**config.mk**
```make
export PLATFORM = sky130hd
export DESIGN_NAME = copy_multicast
export DESIGN_NICKNAME = d
export VERILOG_FILES = /design/src/rtl/copy_multicast.sv
export SDC_FILE = /design/constraint.sdc
export NUM_CORES = 1
export LEC_CHECK = 0
export ABC_AREA = 1
export CAP_MARGIN = 10
export CORE_MARGIN = 2
export CORE_UTILIZATION = 58
export CTS_BUF_LIST = sky130_fd_sc_hd__clkbuf_8 sky130_fd_sc_hd__clkbuf_16
export CTS_CLUSTER_DIAMETER = 40
export DETAILED_ROUTE_END_ITERATION = 6
export PLACE_DENSITY = 0.87
export SETUP_SLACK_MARGIN = 0.1
export SLEW_MARGIN = 20
export SYNTH_ARGS = -nofsm -noshare
export SYNTH_HDL_FRONTEND = slang
export SYNTH_SLANG_ARGS = --single-unit
```
**constraint.sdc**
```tcl
create_clock -name clk -period 6.7 [get_ports clk]
set_input_delay 1.34 -clock clk [delete_from_list [all_inputs] [get_ports clk]]
set_output_delay 1.34 -clock clk [all_outputs]
set_load 0.01 [all_outputs]
```
**src/rtl/copy_multicast.sv**
```systemverilog
// Buffered eager-fork multicast: one input channel, NOUT outputs, DEPTH-entry FIFO.
// Each selected output handshakes independently; the head retires once all its outputs have fired.
module copy_multicast #(
  parameter int WIDTH     = 4,
  parameter int NOUT      = 2,
  parameter int DEPTH     = 4,
  parameter int CNT_WIDTH = 8
) (
  input  logic                  clk,
  input  logic                  rst,
  input  logic [WIDTH-1:0]      L_data,
  input  logic [NOUT-1:0]       L_mask,
  input  logic                  L_valid,
  output logic                  L_ready,
  output logic [NOUT*WIDTH-1:0] R_data,
  output logic [NOUT-1:0]       R_valid,
  input  logic [NOUT-1:0]       R_ready,
  output logic [CNT_WIDTH-1:0]  pkt_count,
  output logic [CNT_WIDTH-1:0]  drop_count
);

  localparam int PTR_W = $clog2(DEPTH);
  localparam int OCC_W = PTR_W + 1;
  localparam logic [OCC_W-1:0] FULL_OCC = OCC_W'(DEPTH);

  function automatic logic [CNT_WIDTH-1:0] sat_inc(input logic [CNT_WIDTH-1:0] v);
    return (&v) ? v : v + CNT_WIDTH'(1);
  endfunction

  logic [WIDTH-1:0] data_mem [DEPTH];
  logic [NOUT-1:0]  mask_mem [DEPTH];
  logic [PTR_W-1:0] rd_ptr, wr_ptr;
  logic [OCC_W-1:0] occ;
  logic [NOUT-1:0]  sent;

  logic [WIDTH-1:0] head_data;
  logic [NOUT-1:0]  head_mask;
  logic [NOUT-1:0]  fire;
  logic             full, empty, push, retire;

  assign head_data = data_mem[rd_ptr];
  assign head_mask = mask_mem[rd_ptr];
  assign full      = (occ == FULL_OCC);
  assign empty     = (occ == '0);

  // No bypass: a pop in the same cycle does not reopen a full FIFO.
  assign L_ready = !rst && !full;
  assign push    = L_valid && L_ready;

  assign R_data  = {NOUT{head_data}};
  assign R_valid = (rst || empty) ? '0 : (head_mask & ~sent);
  assign fire    = R_valid & R_ready;
  // Zero-mask heads satisfy this immediately and retire as drops.
  assign retire  = !rst && !empty && ((head_mask & ~(sent | fire)) == '0);

  always_ff @(posedge clk) begin
    if (push) begin
      data_mem[wr_ptr] <= L_data;
      mask_mem[wr_ptr] <= L_mask;
    end
  end

  always_ff @(posedge clk) begin
    if (rst) begin
      rd_ptr     <= '0;
      wr_ptr     <= '0;
      occ        <= '0;
      sent       <= '0;
      pkt_count  <= '0;
      drop_count <= '0;
    end else begin
      if (push)
        wr_ptr <= wr_ptr + PTR_W'(1);
      if (retire)
        rd_ptr <= rd_ptr + PTR_W'(1);

      case ({push, retire})
        2'b10:   occ <= occ + OCC_W'(1);
        2'b01:   occ <= occ - OCC_W'(1);
        default: occ <= occ;
      endcase

      if (retire) begin
        sent <= '0;
        if (|head_mask)
          pkt_count <= pkt_count + CNT_WIDTH'(1);
        else
          drop_count <= sat_inc(drop_count);
      end else begin
        sent <= sent | fire;
      end
    end
  end

endmodule

```
---- Word-level counts from Yosys, hierarchy flattened ----
Memories as Yosys holds them, arrays and structs flattened. A register that Yosys moved wholly into a read port is not among the register bits.
Index checks and enable logic that the tools add are counted.
cells by class
  $mul .................................... 0
  magnitude comparators ................... 0
  bitwise gates (word level) .............. 8
  equality and inequality tests ........... 3
  mux-type cells .......................... 8
  $add $sub $neg .......................... 6
  div/mod/pow operators ................... 0
  shifts and indexed selects .............. 0
  reductions and logical operators ........ 16
operators with widths
  operator                                          number
  adder 8 x 1 -> 8 bit, second input constant       2
  2-to-1 mux 2 bit                                  5
  AND reduction 8 bit                               1
  bitwise AND 2 bit                                 3
  case mux 3 bit (2 select lines)                   1
  adder 2 x 1 -> 2 bit, second input constant       2
  logical AND 1 bit                                 4
  inverter 2 bit                                    2
  OR reduction 2 bit                                2
  adder 3 x 1 -> 3 bit, second input constant       1
  == test 3 bit, second input constant              1
  logical NOT 1 bit                                 3
  logical NOT 3 bit                                 1
  AND reduction 3 bit                               1
  subtractor 3 x 1 -> 3 bit, second input constant  1
  == test 2 x 1 -> 1 bit, second input constant     1
  == test 2 bit, second input constant              1
  logical NOT 2 bit                                 1
  2-to-1 mux 1 bit                                  2
  inverter 1 bit                                    2
  OR 2 bit                                          1
  AND reduction 2 bit                               1
  nonzero test 2 bit                                1
  logical OR 1 bit                                  1
word-level totals
  bits in writable memories ............... 24
  word-level logic and storage cells ...... 49
  flip-flop bits (word level) ............. 25
  output and inout port bits .............. 27
  latch bits .............................. 0
  memories kept ........................... 2
  ROM bits ................................ 0
memories
  name      words  width  read ports  clocked after Yosys merged registers in  wr ports  line  source
  data_mem  4      4      1           1                                        1         30    logic [WIDTH-1:0] data_mem [DEPTH];
  mask_mem  4      2      1           1                                        1         31    logic [NOUT-1:0] mask_mem [DEPTH];

---- Depth between registers and ports, before layout ----
  word-level depth ........................ 11
  depth in mapped cells ................... 15
  gate-level depth less buffers ........... 15

---- Worst setup path before layout ----
No wires, ideal clock.
  kind .................................... in2out
  start ................................... input port rst
  end ..................................... output port R_valid[1]
  setup slack ............................. 3.304 ns
  required time ........................... 5.360 ns
  stages .................................. 4
  buffers on the path ..................... 1
  data arrival time ....................... 2.056 ns
  cell sequence ........................... buf_6 > inv_1 > nand2_2 > nor3_1
on the way
  word-level cells in the longest chain between the ends .. 2
ends and longest elaborated chain
  element             line  source
  start: declaration  10    input logic rst,
  logical OR 1 bit    51    assign R_valid = (rst || empty) ? '0 : (head_mask & ~sent);
  2-to-1 mux 2 bit    51
  end: declaration    16    output logic [NOUT-1:0] R_valid,
Every way passes these cells.

---- Final worst setup path ----
  start ................................... input port rst
  end ..................................... output port R_valid[0]
Same word-level chain as after synthesis.

==> impl_metrics.py <==
metrics = {
    "outcome": {
        "status": "finished clean",
    },
    "pwr": {
        "irDropWorstVdd_mv": 0.164,
        "power_density_nw_per_um2": 210,
        "p_leak_nw": 1.17,
    },
    "floorplan": {
        "die_h_um": 71.2,
        "initial_utilization_pct": 60.1,
        "io_pins": 38,
        "rows": 24,
        "dieArea_sq_um": 5060,
        "coreArea_sq_um": 4350,
        "die-width_um": 71.2,
    },
    "worst_hold_path": {
        "hp-class": "reg -> reg",
    },
    "global_routing": {
        "use_met1_pct": 28.4,
        "antenna_found_initial": 0,
        "grt_use_total_pct": 21.4,
        "grt_pass1_wl_mm": 8.62,
        "grt.busiest_layer": "met2",
        "grt_pass1_vias": 1965,
        "overflow": 0,
        "grt_max_degree": 22,
        "use_met2_pct": 34.5,
        "grt_use_met3_pct": 3.56,
    },
    "placed_design": {
        "gp_congestion": 0.918,
        "dpl_worst_slack_ns": 1.73,
        "io_buffers": 37,
        "placed_area_sq_um": 2950,
        "dp_hpwl_mm": 3.69,
    },
    "yosys": {
        "netlist_area_sq_um": 2620,
        "ys_seq_area_share_pct": 48.2,
        "yosysWarnings": 0,
        "ys.flop_type": "dfxtp_1",
        "synth_seq_cells": 51,
        "syn_nets": 325,
        "synth_edf_count": 24,
        "postSynthCellCount": 306,
        "avgSynthCellArea_sq_um": 8.55,
        "ys_types": 30,
        "ys_async_sr_fraction_pct": 0,
    },
    "clocking": {
        "clock_sinks": 51,
        "cts_buffers": 5,
        "post_cts_resized": 0,
        "cts_setup_buffers": 0,
        "htree_num_levels": 2,
        "clkLatencyLatePin_ns": 0.30,
        "cts_buffer_depth": 2,
        "cts_tree": "yes",
        "clk_root_buffer_cell": "clkbuf_8",
        "postCtsHoldBufs": 0,
        "clk_pin_slew_ns": 0.09,
    },
    "sta": {
        "setup_tns_ns": 0,
        "fin_ws_ns": 1.89,
        "hold_viol_final": 0,
        "finalSetupViolations": 0,
        "layout_min_cycle_time_ns": 4.81,
        "tightest_slew_ns": 0.970,
        "worst_slew_margin_rel_pct": 35.2,
        "skew_ns": 0.00651,
        "rsz0062_at_grt": "false",
        "final_max_slew_viol_count": 0,
        "max_freq_mhz": 208,
        "holdWs_ns": 0.459,
        "period_share_pct": 71.9,
    },
    "finish": {
        "drive_gt1_share_pct": 9.73,
        "synthToLayoutAreaGrowth_pct": 15.8,
        "final_nets": 357,
        "final_cell_mix": "nand2_1 (63), nor2_1 (44), inv_1 (41)",
        "fin_area_sq_um": 3030,
        "layout_commonest_cell": "nand2_1",
        "post-route-util_pct": 69.6,
        "n_antenna_cell": 0,
    },
    "routing": {
        "wire_per_inst_um": 12.7,
        "ant_nets": 0,
        "initialDrtViolationCount": 139,
        "drc": 0,
        "wl_mm": 4.97,
        "detail_route.first_pass.iterations": 4,
        "vias": 2034,
        "vias_per_cell": 5.20,
    },
    "critical_path": {
        "crit_path_max_fanout": 17,
        "worstSetupEndpointType": "primary output",
        "criticalPathCategory": "in -> out",
        "startpoint_type": "input pin",
        "cp.required_ns": 5.36,
        "cp.arrival_ns": 3.47,
    },
    "job": {
        "cap_violations": 0,
    },
}
-- cell type report --
type / instances / area (sq um)
clock inverter: 3 / 16.3
sequential: 51 / 1260
clock buffer: 5 / 68.8
fill: 332 / 1320
inverter: 45 / 169
multi-input combinational: 198 / 1080
tap: 52 / 65.1
timing repair buffer: 37 / 370
-- synthesized netlist by cell type, types with 4 or more instances --
cell / count / area share (%)
nand2_1: 63 / 9.0
nor2_1: 44 / 6.3
inv_1: 40 / 5.7
dfxtp_1: 27 / 21
edfxtp_1: 24 / 28
o21ai_0: 16 / 3.1
nand3_1: 13 / 2.5
nand4_1: 11 / 2.6
a21oi_1: 10 / 1.9
ha_1: 7 / 3.3
buf_4: 6 / 1.7
buf_6: 5 / 2.2
inv_2: 5 / 0.72
nand2_4: 4 / 1.7
nor2_2: 4 / 0.96
o22ai_1: 4 / 0.96
-- state kept, by name (all words and copies together), names as in the netlist, named ones only --
name        flops
data_mem       16
drop_count      8
mask_mem        8
occ             3
pkt_count       8
rd_ptr          2
sent            2
wr_ptr          2
-- critical path: stages --
cell and delay [ns]:
clkdlybuf4s50_1 0.62, inv_1 0.46, nand2_2 0.18, nor3_1 0.29
clkdlybuf4s50_1 0.59
-- worst paths after layout --
path	start	end	slack (ns)	depth (start not counted)
worst min-delay path	occ[0]	occ[0]	0.46	1
worst max-delay path	rst	R_valid[0]	1.89	5
worst max register to register	flip-flop	occ[2]	3.46	15
worst min register to register	occ[0]	occ[0]	0.46	1
-- stage by stage --
stage / instances / power [mW]
after floorplan: 306 / 0.442
after global placement: 383 / 0.468
after detailed placement: 383 / 0.474
after CTS: 391 / 0.642
after global routing: 391 / 0.667
final: 391 / 0.637
-- cells by family (layout without fill, tap and decap cells) --
| kind of cell | Yosys count | count (layout) | share of synthesized area [%] |
|---|---|---|---|
| compound gates | 34 | 34 | 7.75 |
| xor+xnor | 2 | 2 | 0.670 |
| fa+ha+maj | 8 | 8 | 4.11 |
| buf+inv | 57 | 90 | 10.5 |
| flops | 51 | 51 | 48.2 |
| simple gates | 154 | 154 | 28.7 |
-- metal layers --
metal	wire length [um]	up-vias	share of wire [%]
li1	-	1051	-
met1	2330	939	47
met2	2400	31	48
met3	133	13	2.7
met4	106	0	2.1
met5	0	-	0
-- where the power goes --
group	total (mW)	leakage, nW	internal [mW]	switching [mW]
combinational	0.120	0.690	0.0458	0.0738
clock	0.171	0.0415	0.0713	0.0995
sequential	0.346	0.437	0.337	0.00919
Power figures use the tool's default switching activity.
